===== config.mk =====
export PLATFORM = sky130hd
export DESIGN_NAME = serial_add_ctrl
export DESIGN_NICKNAME = d
export VERILOG_FILES = /design/src/rtl/serial_add_ctrl.sv
export SDC_FILE = /design/constraint.sdc
export NUM_CORES = 1
export LEC_CHECK = 0
export ABC_AREA = 0
export ABC_CLOCK_PERIOD_IN_PS = 1510
export CAP_MARGIN = 30
export CORE_MARGIN = 5
export CORE_UTILIZATION = 47
export DETAILED_ROUTE_END_ITERATION = 16
export PLACE_DENSITY = 0.79
export SKIP_LAST_GASP = 1
export SLEW_MARGIN = 20
export SYNTH_ARGS = -nofsm -noshare
export SYNTH_HDL_FRONTEND = slang
export SYNTH_SLANG_ARGS = --single-unit

===== constraint.sdc =====
create_clock -name clk -period 1.51 [get_ports clk]
set_input_delay 0.2265 -clock clk [delete_from_list [all_inputs] [get_ports clk]]
set_output_delay 0.2265 -clock clk [all_outputs]
set_load 0.05 [all_outputs]

===== src/rtl/serial_add_ctrl.sv =====
// ============================================================================
// Module   : serial_add_ctrl
// Function : Bit-serial add controller driving an external 1-bit full adder,
//            LSB first. Optional subtract mode under `SERIAL_ADD_SUB_EN.
// Revision : 1.0 - initial release
// ============================================================================
`default_nettype none

module serial_add_ctrl #(
    parameter int WIDTH = 8
) (
    input  logic             clk,
    input  logic             rst_n,
    input  logic             start,
    input  logic [WIDTH-1:0] a,
    input  logic [WIDTH-1:0] b,
    input  logic             cin,
`ifdef SERIAL_ADD_SUB_EN
    input  logic             sub,
`endif
    output logic             busy,
    output logic             done,
    output logic [WIDTH-1:0] sum,
    output logic             cout,
    output logic             fa_a,
    output logic             fa_b,
    output logic             fa_cin,
    input  logic             fa_sum,
    input  logic             fa_cout
);

    localparam int CNT_W = $clog2(WIDTH + 1);
    localparam logic [CNT_W-1:0] c_LAST = CNT_W'(WIDTH - 1);

    typedef enum logic [1:0] {
        S_IDLE = 2'd0,
        S_RUN  = 2'd1,
        S_DONE = 2'd2
    } state_t;

    state_t             r_state;
    state_t             w_state_nxt;
    logic [WIDTH-1:0]   r_a_sh;
    logic [WIDTH-1:0]   r_b_sh;
    logic               r_carry;
    logic [CNT_W-1:0]   r_cnt;
    logic [WIDTH-1:0]   r_sum;
    logic               r_cout;
    logic               r_busy;
    logic               r_done;
    logic               w_accept;
    logic               w_run;
    logic               w_last;
    logic [WIDTH-1:0]   w_b_load;
    logic               w_cin_load;

    assign w_run    = (r_state == S_RUN);
    assign w_accept = start && ((r_state == S_IDLE) || (r_state == S_DONE));
    assign w_last   = w_run && (r_cnt == c_LAST);

`ifdef SERIAL_ADD_SUB_EN
    // Two's-complement subtract: invert B and force a carry-in of one.
    assign w_b_load   = sub ? ~b : b;
    assign w_cin_load = sub ? 1'b1 : cin;
`else
    assign w_b_load   = b;
    assign w_cin_load = cin;
`endif

    always_ff @(posedge clk) begin
        if (!rst_n) begin
            r_state <= S_IDLE;
        end else begin
            r_state <= w_state_nxt;
        end
    end

    always_comb begin
        w_state_nxt = r_state;
        case (r_state)
            S_IDLE:  if (w_accept) w_state_nxt = S_RUN;
            S_RUN:   if (w_last)   w_state_nxt = S_DONE;
            S_DONE:  w_state_nxt = w_accept ? S_RUN : S_IDLE;
            default: w_state_nxt = S_IDLE;
        endcase
    end

    always_ff @(posedge clk) begin
        if (!rst_n) begin
            r_a_sh  <= '0;
            r_b_sh  <= '0;
            r_carry <= 1'b0;
            r_cnt   <= '0;
            r_sum   <= '0;
            r_cout  <= 1'b0;
            r_busy  <= 1'b0;
            r_done  <= 1'b0;
        end else begin
            r_busy <= (w_state_nxt == S_RUN);
            r_done <= (w_state_nxt == S_DONE);
            if (w_accept) begin
                r_a_sh  <= a;
                r_b_sh  <= w_b_load;
                r_carry <= w_cin_load;
                r_cnt   <= '0;
                r_sum   <= '0;
                r_cout  <= 1'b0;
            end else if (w_run) begin
                // Sum bits enter at the MSB so bit 0 lands at position 0 after WIDTH shifts.
                r_sum   <= {fa_sum, r_sum[WIDTH-1:1]};
                r_carry <= fa_cout;
                r_a_sh  <= r_a_sh >> 1;
                r_b_sh  <= r_b_sh >> 1;
                r_cnt   <= r_cnt + CNT_W'(1);
                if (w_last) begin
                    r_cout <= fa_cout;
                end
            end
        end
    end

    assign busy   = r_busy;
    assign done   = r_done;
    assign sum    = r_sum;
    assign cout   = r_cout;
    assign fa_a   = w_run & r_a_sh[0];
    assign fa_b   = w_run & r_b_sh[0];
    assign fa_cin = w_run & r_carry;

endmodule

`default_nettype wire


After elaboration in Yosys (flattened, before gate mapping)
Cells that the tools add are included.
{"block": "word_totals", "register_bits": 34, "latchBits": 0, "ram_bits": 0, "romBits": 0, "out_inout_bits": 14, "elab_cells": 36, "mem_count": 0}
{"block": "classes", "n_addsub": 1, "n_mul": 0, "div": 0, "order_cmp": 0, "eq_ne": 5, "shifts": 0, "n_mux": 10, "bitwise_logic": 4, "reduce_logical": 7}
{"operator": "two-way mux 8 bit", "count": 4}
{"operator": "one-hot mux 2 bit (3 select lines)", "count": 1}
{"operator": "adder 4 x 1 -> 4 bit (second input constant)", "count": 1}
{"operator": "== test 2 x 1 -> 1 bit (second input constant)", "count": 2}
{"operator": "== test 2 bit (second input constant)", "count": 2}
{"operator": "== test 4 x 3 -> 1 bit (second input constant)", "count": 1}
{"operator": "two-way mux 2 bit", "count": 2}
{"operator": "bitwise AND 1 bit", "count": 3}
{"operator": "two-way mux 1 bit", "count": 3}
{"operator": "logical AND 1 bit", "count": 2}
{"operator": "zero test 2 bit", "count": 1}
{"operator": "AND reduction 2 bit", "count": 1}
{"operator": "nonzero test 2 bit", "count": 1}
{"operator": "OR reduction 2 bit", "count": 1}
{"operator": "logical OR 1 bit", "count": 1}
{"operator": "NOT 1 bit", "count": 1}

Depth between registers and ports, before layout
{"block": "logic_depth", "word_depth": 6, "ltp_mapped": 5, "mapped_depth_nobuf": 4}

Worst setup path after synthesis
Ideal clock, no wire load.
{"block": "synth_path", "path_type": "register -> output", "from": "register r_state[1]", "to": "output port fa_a", "arrival_ns": 1.191, "required_ns": 1.283, "slack_ns": 0.092, "path_stages_with_launch": 5, "n_path_buf": 2, "path_cell_list": "dfxtp_1 -> and2b_1 -> buf_4 -> buf_4 -> and2_1"}
{"block": "synth_via", "elab_chain_cells": 2}
{"item": "start: declaration", "line_no": "41", "text": "state_t r_state;"}
{"item": "start signal: assignment", "line_no": "74", "text": "r_state <= w_state_nxt;"}
{"item": "== test 2 x 1 -> 1 bit", "line_no": "57", "text": "assign w_run = (r_state == S_RUN);"}
{"item": "bitwise AND 1 bit", "line_no": "126", "text": "assign fa_a = w_run & r_a_sh[0];"}
{"item": "end: declaration", "line_no": "25", "text": "output logic fa_a,"}
No other way between the ends.

Worst setup path after layout
Ends and elaborated chain as after synthesis.

==> impl_metrics.csv <==
group,metric,value,unit
cts,ctsHtreeMaxLevel,2,
finish,utilization,64.4,%
cts,clk_pin_slew,0.10,ns
timing,whs,0.421,ns
synthesis,ys_warn_count,0,
synthesis,synth-seq-cells,34,
timing,fin_crit,1.46,ns
cts,numCtsBuffers,5,
hold_path,worstHoldStart,"a[7]",
cts,holdBufCountCts,0,
finish,antenna_cells,0,
timing,tightestPinTransition,0.394,ns
cts,clk-insertion-delay-late,0.34,ns
finish,nFillCells,246,
timing,max_freq,0.685,GHz
synthesis,syn_inst,160,
finish,multiInputGateArea,573,sq um
critical_path,cp-startpoint,"r_state[1]$_SDFF_PN0_",
timing,max_slew_margin,73.7,%
synthesis,yosys-top-cells-area,"dfxtp_1 50%, nand2_1 10%, a21oi_1 5.9%",
floorplanning,pin_count,36,
timing,finalClockSkew,0.00878,ns
route,firstDrtPassIters,4,
place,portBuffers,35,
cts,numClockSinks,34,
critical_path,critPathArrivalTime,1.23,ns
route,vias,1243,
timing,maxSlewViolCount,0,
critical_path,r2r-start,"r_state[1]$_SDFF_PN0_",
global_routing,grt_pass1_vias,1253,
cts,clockBufferDepth,2,
timing,finalSetupViolations,0,
route,routed_wl,3170,um
finish,layout-drive-gt1-share,15.7,%
pwr,p_comb_share,16.4,%
synthesis,yosysTopAreaCell,"dfxtp_1",
finish,area.sequential,683,sq um
pwr,power.total,0.00179,W
job,drv_cap,0,
critical_path,critPathKind,"register to output port",
timing,period_share,96.7,%
critical_path,crit_required,1.28,ns
synthesis,syn_area_per_cell,8.43,sq um
cts,cts-root-buf,"clkbuf_4",
global_routing,grt_max_degree,23,
route,wl_per_cell,13.9,um
place,hpwl,2400,um
floorplanning,fp.dieW,63.6,um
global_routing,grt_pass1_wl,5520,um
global_routing,antenna_found_initial,0,
pwr,power_switching,0.000480,W
place,place_ws,0.0280,ns
route,drt_iter0_drc,60,
hold_path,hp-class,"input port to register",
finish,area_growth,31.7,%
pwr,power.density,1010,mW/mm^2
synthesis,ys_types,25,
cts,cts_tree,"yes",
floorplanning,rows,19,
timing,setup_ws,0.0496,ns
pwr,pwr-share-seq,54.3,%
critical_path,crit_path_end_kind,"output port",
floorplanning,start_util,48.9,%
route,post-route-drc-count,0,
timing,final-hold-violation-count,0,
finish,nets,219,
global_routing,grtUsageTotal,17.0,%
pwr,clkPwrFrac,29.2,%
pwr,p_sw_share,26.8,%
status,status,"finished, final reports clean",
pwr,power.internal,0.00131,W
route,via_per_inst,5.45,
timing,rsz0062_at_grt,"true",
route,ant_nets,0,
synthesis,ys_seq_area_share,50.5,%
pwr,leakage,0.668,nW
critical_path,startpoint_type,"register",
floorplanning,dieArea,0.00404,sq mm
floorplanning,die_y,63.6,um
critical_path,critical_path.max_fanout,5,
pwr,irDropWorstVdd,813,uV
place,place_congestion,0.805,
synthesis,syn_area,0.00135,sq mm
synthesis,synth_fp_nets,183,
synthesis,synth.top_cell.area_share,50.5,%
global_routing,grt_overflow,0,
floorplanning,fp.coreArea,0.00276,sq mm
## synth_stat cells
cell        n
ha_1        1
buf_4       2
o31ai_1     1
dfxtp_1    34
clkbuf_1    2
a22oi_1     3
nand2b_1    2
or3_1       1
nor2_1      4
nand3b_1    2
o22ai_1     6
and2_1      3
nor3_1     14
o21ai_0     7
xor2_1      1
a21oi_1    16
xnor2_1     1
nand2_1    36
a31oi_1     6
buf_2       5
o2111ai_1   1
nand3_1     5
and2b_1     2
buf_6       4
inv_1       1
## critical path: stages (launching register included)
cell and delay, ns:
dfxtp_2 0.33, and2b_2 0.23, and2_1 0.19, buf_12 0.15
## final timing paths
kind                                          endpoint  slack [ns]  depth (start not counted)
worst min register to register     sum[0]$_SDFFE_PP0N_        0.47                          2
worst min-delay path            r_a_sh[7]$_SDFFE_PN0P_        0.42                          3
worst max register to register  r_a_sh[0]$_SDFFE_PN0P_        0.21                          5
worst max-delay path                              fa_a        0.05                          3
## state kept, by name, indices dropped and copies added (netlist names)
| signal | count |
|---|---|
| busy | 1 |
| cout | 1 |
| done | 1 |
| r_a_sh | 8 |
| r_b_sh | 8 |
| r_carry | 1 |
| r_cnt | 4 |
| r_state | 2 |
| sum | 8 |
## cell type report
cell class	instances	share of cell area (%)
Tap cell	31	2.18
Timing Repair Buffer	42	23.5
Multi-Input combinational cell	112	32.3
Inverter	1	0.211
Clock buffer	7	3.10
Clock inverter	1	0.282
Sequential cell	34	38.5
## stage by stage
stage	area, sq um	std cells	TNS [ns]
after global routing	1780	228	-0.0390
after CTS	1770	227	0
after global placement	1710	219	0
after detailed placement	1710	219	0
after floorplan	1350	160	0
final	1780	228	0
## timing repair
item,in CTS,in global routing
resized for setup,1,2
buffers inserted,0,1
endpoints found under the setup margin,3,3
## cells in the final DEF (no fill, tap or decap), drive strengths merged
master / n
buf: 21
nor2: 4
nor3: 14
nand3b: 2
nand2b: 2
nand3: 5
o22ai: 6
xor2: 1
and2: 3
a22oi: 3
ha: 1
inv: 1
clkbuf: 7
a21oi: 16
nand2: 36
xnor2: 1
dfxtp: 34
or3: 1
o21ai: 7
o31ai: 1
clkdlybuf4s50: 21
a31oi: 6
o2111ai: 1
clkinv: 1
and2b: 2
## kinds of logic (layout without fill, tap and decap cells)
family	count (synthesis)	after routing	share of synthesized area [%]
fa+ha+maj	1	1	0.927
buf+inv	14	51	7.14
xor+xnor	2	2	1.30
simple gates	69	69	23.2
compound gates	40	40	17.0
flops	34	34	50.5
## power by group through the flow
stage / logic [W] / registers (W) / clock network [W]
floorplan: 0.000175 / 0.000997 / 0
global placement: 0.000278 / 0.000990 / 0
detailed placement: 0.000289 / 0.000992 / 0
CTS: 0.000290 / 0.000972 / 0.000530
global route: 0.000322 / 0.000978 / 0.000573
finish: 0.000294 / 0.000972 / 0.000523
## metal layers
metal	wire, um	up-vias	GRT usage (%)
met5	0	-	0
met4	51	0	7.01
met3	193	6	6.75
met2	1650	35	29.4
met1	1280	573	18.2
li1	-	629	-
(Power assumes the default switching activity.)
